`config.mk`:
```
export PLATFORM = sky130hd
export DESIGN_NAME = msg_buffer_fifo
export DESIGN_NICKNAME = d
export VERILOG_FILES = /design/src/rtl/msg_buf_pkg.sv /design/src/rtl/msg_buf_mem.sv /design/src/rtl/msg_buffer_fifo.sv
export SDC_FILE = /design/constraint.sdc
export NUM_CORES = 1
export LEC_CHECK = 0
export CAP_MARGIN = 10
export CORE_ASPECT_RATIO = 0.8
export CORE_MARGIN = 2
export CORE_UTILIZATION = 45
export CTS_CLUSTER_SIZE = 8
export DETAILED_ROUTE_END_ITERATION = 8
export PLACE_DENSITY = 0.73
export REMOVE_ABC_BUFFERS = 1
export SYNTH_ARGS = -nofsm -noshare
export SYNTH_HDL_FRONTEND = slang
export SYNTH_SLANG_ARGS = --single-unit
export TNS_END_PERCENT = 100
```
`constraint.sdc`:
```
create_clock -name clk_i -period 2.5 [get_ports clk_i]
set_input_delay 0.5 -clock clk_i [delete_from_list [all_inputs] [get_ports clk_i]]
set_output_delay 0.5 -clock clk_i [all_outputs]
set_load 0.05 [all_outputs]
```
`src/rtl/msg_buf_pkg.sv`:
```
// Shared defaults for the message-buffer family.
// The addr_w helper keeps pointer widths consistent across sibling buffers.
package msg_buf_pkg;

    localparam int MSG_WIDTH_DEF = 8;
    localparam int DEPTH_DEF     = 8;

    function automatic int addr_w(input int depth);
        return (depth < 2) ? 1 : $clog2(depth);
    endfunction

    localparam int ADDR_W_DEF = addr_w(DEPTH_DEF);

endpackage

```
`src/rtl/msg_buf_mem.sv`:
```
// Simple dual-port storage array: synchronous write, synchronous registered read.
// No reset on the array or the read register; the owner masks stale data.
module msg_buf_mem
    import msg_buf_pkg::*;
#(
    parameter int WIDTH  = MSG_WIDTH_DEF,
    parameter int DEPTH  = DEPTH_DEF,
    parameter int ADDR_W = ADDR_W_DEF
) (
    input  logic              clk_i,
    input  logic              we_i,
    input  logic [ADDR_W-1:0] waddr_i,
    input  logic [WIDTH-1:0]  wdata_i,
    input  logic              re_i,
    input  logic [ADDR_W-1:0] raddr_i,
    output logic [WIDTH-1:0]  rdata_o
);

    logic [WIDTH-1:0] mem_q [DEPTH];
    logic [WIDTH-1:0] rdata_q;

    always_ff @(posedge clk_i) begin
        if (we_i) begin
            mem_q[waddr_i] <= wdata_i;
        end
        if (re_i) begin
            rdata_q <= mem_q[raddr_i];
        end
    end

    assign rdata_o = rdata_q;

endmodule

```
`src/rtl/msg_buffer_fifo.sv`:
```
// Circular message buffer with valid/ready on both sides and a registered output word.
// Holds DEPTH words in the array plus one in the output stage; sticky overflow, sync flush.
module msg_buffer_fifo
    import msg_buf_pkg::*;
#(
    parameter int  MSG_WIDTH = MSG_WIDTH_DEF,
    parameter int  DEPTH     = DEPTH_DEF,
    localparam int ADDR_W    = addr_w(DEPTH)
) (
    input  logic                 clk_i,
    input  logic                 rst_i,
    input  logic                 flush_i,
    input  logic                 wr_valid_i,
    output logic                 wr_ready_o,
    input  logic [MSG_WIDTH-1:0] wr_data_i,
    output logic                 rd_valid_o,
    input  logic                 rd_ready_i,
    output logic [MSG_WIDTH-1:0] rd_data_o,
    output logic [ADDR_W:0]      count_o,
    output logic                 full_o,
    output logic                 empty_o,
    output logic                 overflow_o
);

    localparam logic [ADDR_W:0] DEPTH_CNT = (ADDR_W + 1)'(DEPTH);

    logic [ADDR_W-1:0]    wr_ptr_q, wr_ptr_d;
    logic [ADDR_W-1:0]    rd_ptr_q, rd_ptr_d;
    logic [ADDR_W:0]      count_q, count_d;
    logic                 rd_valid_q, rd_valid_d;
    logic                 overflow_q, overflow_d;
    logic                 rd_zero_q, rd_zero_d;
    logic                 full;
    logic                 accept;
    logic                 load;
    logic [MSG_WIDTH-1:0] mem_rdata;

    assign full   = (count_q == DEPTH_CNT);
    assign accept = wr_valid_i && !full;
    assign load   = (!rd_valid_q || rd_ready_i) && (count_q != '0);

    always_comb begin
        wr_ptr_d   = wr_ptr_q;
        rd_ptr_d   = rd_ptr_q;
        rd_valid_d = rd_valid_q;
        rd_zero_d  = rd_zero_q;
        overflow_d = overflow_q | (wr_valid_i && full);
        count_d    = count_q + {{ADDR_W{1'b0}}, accept} - {{ADDR_W{1'b0}}, load};
        if (accept) begin
            wr_ptr_d = wr_ptr_q + 1'b1;
        end
        if (load) begin
            rd_ptr_d   = rd_ptr_q + 1'b1;
            rd_valid_d = 1'b1;
            rd_zero_d  = 1'b0;
        end else if (rd_ready_i) begin
            rd_valid_d = 1'b0;
        end
    end

    // Flush clears like reset but leaves the last output word visible.
    always_ff @(posedge clk_i) begin
        if (rst_i) begin
            wr_ptr_q   <= '0;
            rd_ptr_q   <= '0;
            count_q    <= '0;
            rd_valid_q <= 1'b0;
            overflow_q <= 1'b0;
            rd_zero_q  <= 1'b1;
        end else if (flush_i) begin
            wr_ptr_q   <= '0;
            rd_ptr_q   <= '0;
            count_q    <= '0;
            rd_valid_q <= 1'b0;
            overflow_q <= 1'b0;
        end else begin
            wr_ptr_q   <= wr_ptr_d;
            rd_ptr_q   <= rd_ptr_d;
            count_q    <= count_d;
            rd_valid_q <= rd_valid_d;
            overflow_q <= overflow_d;
            rd_zero_q  <= rd_zero_d;
        end
    end

    msg_buf_mem #(
        .WIDTH  (MSG_WIDTH),
        .DEPTH  (DEPTH),
        .ADDR_W (ADDR_W)
    ) u_mem (
        .clk_i   (clk_i),
        .we_i    (accept && !rst_i && !flush_i),
        .waddr_i (wr_ptr_q),
        .wdata_i (wr_data_i),
        .re_i    (load && !rst_i && !flush_i),
        .raddr_i (rd_ptr_q),
        .rdata_o (mem_rdata)
    );

    assign wr_ready_o = !full;
    assign rd_valid_o = rd_valid_q;
    assign rd_data_o  = rd_zero_q ? '0 : mem_rdata;
    assign count_o    = count_q;
    assign full_o     = full;
    assign empty_o    = (count_q == '0) && !rd_valid_q;
    assign overflow_o = overflow_q;

endmodule

```
Word level (Yosys, flattened, before mapping) --
Memories as Yosys holds them, arrays and structs flattened. A register that Yosys moved wholly into a read port is not among the register bits. Index checks and enable logic that the tools add are counted.
Storage, ports and cells: RAM bits 64, logic and storage cells 37, bits in registers 13, output and inout port bits 17, memories 1, input bits 13
Memories:
- u_mem.mem_q | words 8, width 8, read ports 1, clocked after Yosys merged registers in 1, wr ports 1, RTL line msg_buf_mem.sv:19 | logic [WIDTH-1:0] mem_q [DEPTH];
Operators by class: equal/unequal tests 1, bitwise operators 2, reductions and logical operators 18, multiplexer cells 5, add/subtract/negate cells 4
Operator list (number):
- 1-bit logical AND | 8
- 8-bit two-way mux | 1
- 3-bit by 1-bit adder with 3-bit output (second input constant) | 2
- 4-bit by 1-bit adder with 4-bit output | 1
- 4-bit equality test (second input constant) | 1
- 1-bit zero test | 4
- 4-bit zero test | 1
- 1-bit two-way mux | 4
- 4-bit nonzero test | 1
- 4-bit by 1-bit subtractor with 4-bit output | 1
- 2-bit AND reduction | 1
- 2-bit nonzero test | 1
- 2-bit OR reduction | 1
- 1-bit logical OR | 1
- 1-bit NOT | 1
- 1-bit OR | 1

Depth between registers and ports, before layout --
Gate-level depths: netlist of the first run.
word-level depth 7, gate-level depth with buffers 11, gate-level depth less buffers 10

Cells and area by module --
A second synthesis of the first run with hierarchy kept.
Unflattened totals: cell total of the unflattened synthesis 201, area, all modules 3498.4 µm²
By module, submodules not included:
- msg_buf_mem | times used 1, cells each 114, area each 2771.4 µm²
- msg_buffer_fifo | times used 1, cells each 87, area each 726.9 µm²

Worst setup path after synthesis of the first run --
No wires, ideal clock.
path type register to register, start point register count_q[2] (netlist: count_o[2]), end point memory u_mem.mem_q[0][0] (netlist bit), enable pin, required time 2.117 ns, clock period less this slack 2.931 ns, cell stages (with the launch flop) 8, arrival time 2.547 ns, setup slack -0.431 ns, setup time 0.383 ns, path through dfxtp_1 > inv_1 > ha_1 > or3b_1 > buf_6 > inv_4 > or4_4 > nor3_1
On the way: word-level cells in the longest chain between the ends 7
RTL lines:
- start: declaration | RTL line msg_buffer_fifo.sv:29 | logic [ADDR_W:0] count_q, count_d;
- start signal: assignment | RTL line msg_buffer_fifo.sv:79 | count_q <= count_d;
- 4-bit equality test | RTL line msg_buffer_fifo.sv:38 | assign full = (count_q == DEPTH_CNT);
- 1-bit zero test
- via wr_ready_o | RTL line msg_buffer_fifo.sv:14 | output logic wr_ready_o,
- 1-bit logical AND | RTL line msg_buffer_fifo.sv:39 | assign accept = wr_valid_i && !full;
- 1-bit logical AND (2 in series) | RTL line msg_buffer_fifo.sv:92 | .we_i (accept && !rst_i && !flush_i),
- 1-bit two-way mux | RTL line msg_buf_mem.sv:23 | if (we_i) begin
- 1-bit two-way mux (not written as such) | RTL line msg_buf_mem.sv:24 | mem_q[waddr_i] <= wdata_i;
- end: declaration | RTL line msg_buf_mem.sv:19
The timed path passes the listed nets, and every way through them passes these cells.

Final worst setup path of the first run --
start point register count_q[2] (netlist: count_o[2]), end point output wr_ready_o
On the way: word-level cells in the longest chain between the ends 2
RTL lines:
- 4-bit equality test | RTL line msg_buffer_fifo.sv:38
- 1-bit zero test | RTL line msg_buffer_fifo.sv:100 | assign wr_ready_o = !full;
- end: declaration | RTL line msg_buffer_fifo.sv:14
No other way between the ends.

==> flow_summary.yaml, run 1 <==
sta:
  holdWs_ns: 0.472
  setup_viol: 0
  rsz0062_at_grt: "no"
  fin_tns_setup_ns: 0
  slew_headroom: 0.669
  worst_pin_slew_ns: 0.495
  period_minus_slack_ns: 2.35
  skew_ns: 0.00892
  post-route-period-util: 0.941
  hold_viol_final: 0
  fmax_ghz: 0.425
  slew_violations: 0
place:
  routabilityCongestion: 0.796
  placed_cell_area_sq_um: 4000
  io_buffer_count: 29
  hpwl_um: 4000
  dpl.cell_count: 343
floorplanning:
  initial_core_util: 0.469
  die_w_um: 103
  rows: 28
  die_area_sq_um: 8500
  core_area_sq_um: 7460
  io_pins: 30
  fp.dieH_um: 82.9
layout:
  num_antenna_cells: 0
  n_fill_cell: 591
  finalInstanceArea_sq_um: 4200
  fin_nets: 270
  area_delta_synth_final_pct: 20.1
  final_cells: 359
  drive_gt1_frac: 0.209
global_routing:
  grtUsageTotal: 0.157
  grt_pass1_wl_um: 9760
  grt_pass1_vias: 1814
  grt_max_degree: 20
  antenna_found_initial: 0
  grt_overflow_total: 0
setup_path:
  end_kind: "output port"
  worstPathRequired_ns: 2.00
  crit_fanout: 6
  start_kind: "flop"
  crit_type: "flop to output port"
  worstPathArrival_ns: 1.85
detailed_routing:
  drc_errors: 0
  wl_per_cell_um: 16.7
  first_iter_violations: 159
  wl_um: 6010
  ant_nets: 0
  firstDrtPassIters: 4
  num_vias: 1836
  vias_per_cell: 5.11
logic_synthesis:
  syn_area_sq_um: 3500
  syn_avg_cell_area_sq_um: 17.4
  yosysSeqAreaShare: 0.692
  synth_cells: 201
  synth.distinct_cells: 38
  ys_ff_latch: 85
  yosys_warnings: 0
clocking:
  postCtsSetupBuffers: 0
  clkTransAtPathRegs_ns: 0.08
  root_buffer: "clkbuf_8"
  htree_levels: 3
  insertion_delay_ns: 0.34
  cts_buffer_depth: 2
  cts.sinks: 85
  cts_resized: 1
  ctsHoldBuffers: 0
  cts_tree: "yes"
  cts_buffers: 9
hold_path:
  hold_class: "flop to flop"
flow_run:
  max_cap_violations: 0
power:
  vdd_drop_max_mv: 0.487
  power_leakage_nw: 1.39
  power_density_nw_per_um2: 965
status:
  run_status: "completed"
## power by group
group          internal [mW]  switching [mW]  leakage, nW
registers               1.63          0.0566        0.755
logic                  0.594           0.767        0.526
clock network          0.559           0.450        0.107
total                   2.78            1.27         1.39
## cells by family (layout without fill, tap and decap cells)
kind of cell | count (synthesis) | count (layout) | share of synthesized area
AND/OR/NAND/NOR | 48 | 48 | 0.0773
AO/OA/AOI/OAI | 18 | 18 | 0.0272
flip-flops | 85 | 85 | 0.692
multiplexers | 25 | 25 | 0.141
adder cells (fa/ha/maj) | 8 | 8 | 0.0308
XOR/XNOR | 2 | 2 | 0.00501
buffers and inverters | 15 | 68 | 0.0261
## routing by layer
layer | global-route usage | share of wire
met5 | 0 | 0
met4 | 0.0436 | 0.0057
met3 | 0.0539 | 0.059
met2 | 0.231 | 0.48
met1 | 0.223 | 0.46
## registers in the layout (all words and copies together) (netlist names)
name,flops
count_o,4
rd_ptr_q,3
overflow_o,1
wr_ptr_q,3
u_mem.mem_q,64
rd_valid_o,1
rd_zero_q,1
u_mem.rdata_o,8
## cell usage after synthesis, drive strengths merged
library cell  instances  area, sq um
edfxtp               72         2160
mux4                 16          390
dfxtp                13          260
a21oi                11         55.1
nor2                 10         37.5
nor2b                 9         56.3
mux2                  8         93.8
nand2                 8         30.0
ha                    7         87.6
inv                   7         28.8
o21ai                 5         25.0
buf                   4         47.5
clkbuf                4         15.0
or3                   4         25.0
nor3b                 3         27.5
nand3                 2         10.0
nor3                  2         10.0
nor4                  2         12.5
or3b                  2         17.5
or4                   2         18.8
a21o                  1         7.51
and2                  1         6.26
fa                    1         20.0
mux2i                 1         10.0
nand2b                1         6.26
nand4                 1         6.26
o31ai                 1         7.51
or2                   1         6.26
xnor2                 1         8.76
xor2                  1         8.76
## placed cells by master (no fill, tap or decap), drive strengths merged, types with 3 or more instances in the layout
cell / count
a21oi: 11
buf: 18
clkbuf: 11
clkdlybuf4s50: 26
clkinv: 3
dfxtp: 13
edfxtp: 72
ha: 7
inv: 7
mux2: 8
mux4: 16
nand2: 8
nor2: 10
nor2b: 9
nor3b: 3
o21ai: 5
or3: 4
## through the flow
step | utilization | total power [mW] | worst slack (ns)
after global routing | 0.563 | 4.27 | 0.0518
after detailed placement | 0.536 | 3.09 | 0.0642
after floorplan | - | 2.60 | -0.773
after CTS | 0.563 | 4.10 | 0.122
after global placement | 0.536 | 3.07 | 0.134
final | 0.563 | 4.06 | 0.147
## worst paths after layout
path,from,end,slack [ns],depth (start not counted)
max reg2reg,count_o[2],count_o[2],0.19,10
min reg2reg,overflow_o,overflow_o,0.47,2
min,overflow_o,overflow_o,0.47,2
max,count_o[2],wr_ready_o,0.15,4
## worst max-delay path, cell delays in order, from the launching register on
cell	delay, ns
dfxtp_1	0.31
inv_1	0.10
ha_1	0.14
or3b_1	0.48
dlygate4sd2_1	0.48
## cell type report
type	count	area (sq um)	area share
flip-flops and latches	85	2420	0.576
multi-input cells	101	985	0.234
repair buffers	45	429	0.102
clock buffers	11	131	0.0313
well taps	105	131	0.0313
clock inverters	5	75.1	0.0179
inverters	7	28.8	0.00685
Note: power is estimated with default switching activity, not from simulation.
==> run 2: changes to the inputs <==
ABC_AREA = 1   (was unset)
PLACE_DENSITY = 0.72   (was 0.73)
==> run 2 against run 1 <==
  * Combinational power barely moved
  * Clock power is essentially flat
  * Flip-flop and latch count stayed put
  * Critical path type unchanged
==> flow_summary.yaml, run 2 <==
status:
  run_status: "completed"
floorplanning:
  die_w_um: 107
  fp.dieH_um: 86.5
  core_area_sq_um: 8370
  rows: 30
  initial_core_util: 0.457
  die_area_sq_um: 9260
  io_pins: 30
setup_path:
  r2r_start: "count_o[2]"
  end_kind: "output port"
  max_stage_delay_ns: 0.54
  r2r-end: "count_o[2]"
  crit_family: "buffers and inverters"
  start_kind: "flop"
  worstPathArrival_ns: 1.76
  rrSetupSlack_ns: 0.49
  crit_cells: 5
  crit_top_cell: "inv_1"
  crit_fanout: 9
  slowest_stage: "dlygate4sd2_1"
  crit_type: "flop to output port"
  critPathLaunch: "count_o[2]"
  r2r_cells: 11
  crit_chain: "inv_1, ha_1, nand2_4, inv_1, dlygate4sd2_1"
  crit_end: "full_o"
  worstPathRequired_ns: 2.00
  cp_num_buf_inv: 3
logic_synthesis:
  synth_top_area_frac: 0.565
  yosys.cell_count.top_type: "nand2_1"
  synthAdderAreaFrac: 0.0281
  synth_common_cells: "138 x nand2_1, 75 x inv_1, 72 x edfxtp_1, 36 x nand3_1, 27 x nor2_1"
  syn_avg_cell_area_sq_um: 9.52
  synth_simple_gate_area_frac: 0.221
  yosys_warnings: 0
  yosysSeqAreaShare: 0.633
  synth_xor_area_frac: 0
  synth_top_family_by_area: "simple AND/OR/NAND/NOR gates"
  ys.flop_type: "edfxtp_1"
  synth_cells: 402
  ys_ff_latch: 85
  synth_top_area_cell: "edfxtp_1"
  async_reset_ff_frac: 0
  syn_area_sq_um: 3830
  synth_edf_count: 72
  synthTopCellsByArea: "edfxtp_1 56%, nand2_1 14%, inv_1 7.4%"
  synthMuxAreaShare: 0
  synth_compound_area_frac: 0.0157
  synth.distinct_cells: 21
detailed_routing:
  num_vias: 2579
  wl_um: 7160
  wl_per_cell_um: 12.8
  ant_nets: 0
  drc_errors: 0
  first_iter_violations: 103
  vias_per_cell: 4.61
  firstDrtPassIters: 4
sta:
  skew_ns: 0.0103
  post-route-period-util: 0.903
  worst_pin_slew_ns: 0.504
  fin_tns_setup_ns: 0
  fmax_ghz: 0.443
  rsz0062_at_grt: "no"
  period_minus_slack_ns: 2.26
  hold_viol_final: 0
  slew_violations: 0
  slew_headroom: 0.663
  setup_viol: 0
power:
  power_density_nw_per_um2: 918
  power_mw: 4.10
  power_leakage_nw: 1.97
  vdd_drop_max_mv: 0.532
layout:
  drive_gt1_frac: 0.0783
  final_cells: 559
  final_common_cell: "nand2_1"
  utilization: 0.533
  fin_nets: 463
  multi_input_area_sq_um: 1010
  seqCellArea_sq_um: 2420
  area_delta_synth_final_pct: 16.7
  n_fill_cell: 722
  regMostFlops: "u_mem.mem_q"
  largest_reg_flops: 64
  finalInstanceArea_sq_um: 4470
  final_cell_mix: "138 x nand2_1, 75 x inv_1, 72 x edfxtp_1, 36 x nand3_1, 27 x nor2_1"
  num_antenna_cells: 0
place:
  routabilityCongestion: 0.782
  hpwl_um: 4430
  dpl.cell_count: 543
  io_buffer_count: 29
  placed_cell_area_sq_um: 4250
clocking:
  htree_levels: 3
  cts.sinks: 85
  insertion_delay_ns: 0.35
  ctsHoldBuffers: 0
  clkTransAtPathRegs_ns: 0.09
  root_buffer: "clkbuf_8"
  cts_tree: "yes"
  cts_buffer_depth: 2
  cts_buffers: 9
hold_path:
  hold_depth: 2
  hold_class: "flop to flop"
flow_run:
  max_cap_violations: 0
global_routing:
  grt_pass1_vias: 2378
  grt_pass1_wl_um: 11600
  antenna_found_initial: 0
  grtUsageTotal: 0.169
  grt_overflow_total: 0
  grt_max_degree: 35
run 2: changes by cell type in the layout (fill, tap and decap cells not counted), sizes merged, moves of 8 or more:
cell,previous run,this run
nand2,8,141
nand3,2,36
mux4,16,0
mux2,8,0
inv,7,77
nor2,10,28
nor2b,9,0
run 2: timing repair:
item,4_1_cts,5_1_grt
resized for setup,3,0
endpoints found under the setup margin,3,0
buffers inserted,0,0
run 2: power by group:
group | switching, mW | total (mW) | internal, mW
sequential | 0.0664 | 1.71 | 1.64
combinational | 0.945 | 1.36 | 0.414
clock | 0.473 | 1.03 | 0.561
run 2: worst min-delay path by stage:
| stage | endpoint | slack [ns] | startpoint |
|---|---|---|---|
| after floorplan | wr_ptr_q[1] | 0.49 | wr_ptr_q[1] |
| after global placement | overflow_o | 0.44 | overflow_o |
| after detailed placement | overflow_o | 0.45 | overflow_o |
| after CTS | overflow_o | 0.46 | overflow_o |
| after global routing | overflow_o | 0.52 | overflow_o |
| final | overflow_o | 0.46 | overflow_o |
run 2: worst register-to-register path, cell delays in order, from the launching register on:
cell and delay, ns:
dfxtp_1 0.33, inv_1 0.12, ha_1 0.21, nand2_4 0.10
nand2_2 0.10, nand3_1 0.12, nand2_1 0.10, ha_1 0.16
inv_1 0.06, fa_1 0.37, o21ai_0 0.17, a21oi_1 0.06
run 2: area by class of cell:
class / count / area share
well taps: 112 / 0.0314
clock inverters: 6 / 0.0196
clock buffers: 10 / 0.0286
flip-flops and latches: 85 / 0.542
repair buffers: 42 / 0.0860
inverters: 77 / 0.0653
multi-input cells: 227 / 0.227
run 2: kinds of logic (layout without fill, tap and decap cells):
family	count (synthesis)	count (layout)
and+or+nand+nor	207	207
buffers and inverters	90	135
DFF	85	85
AOI/OAI and AO/OA	12	12
adders and majority gates	8	8
run 2: metrics by stage:
stage	hold slack [ns]	worst slack, ns
4_1_cts	0.462	0.223
2_1_floorplan	0.493	0.217
6_report	0.462	0.243
3_3_place_gp	0.438	0.216
5_1_grt	0.520	0.140
3_5_place_dp	0.450	0.134
run 2: layer usage:
| metal | global-route usage | share of wire |
|---|---|---|
| met5 | 0 | 0 |
| met4 | 0.0531 | 0.0077 |
| met3 | 0.0504 | 0.080 |
| met2 | 0.271 | 0.45 |
| met1 | 0.224 | 0.46 |
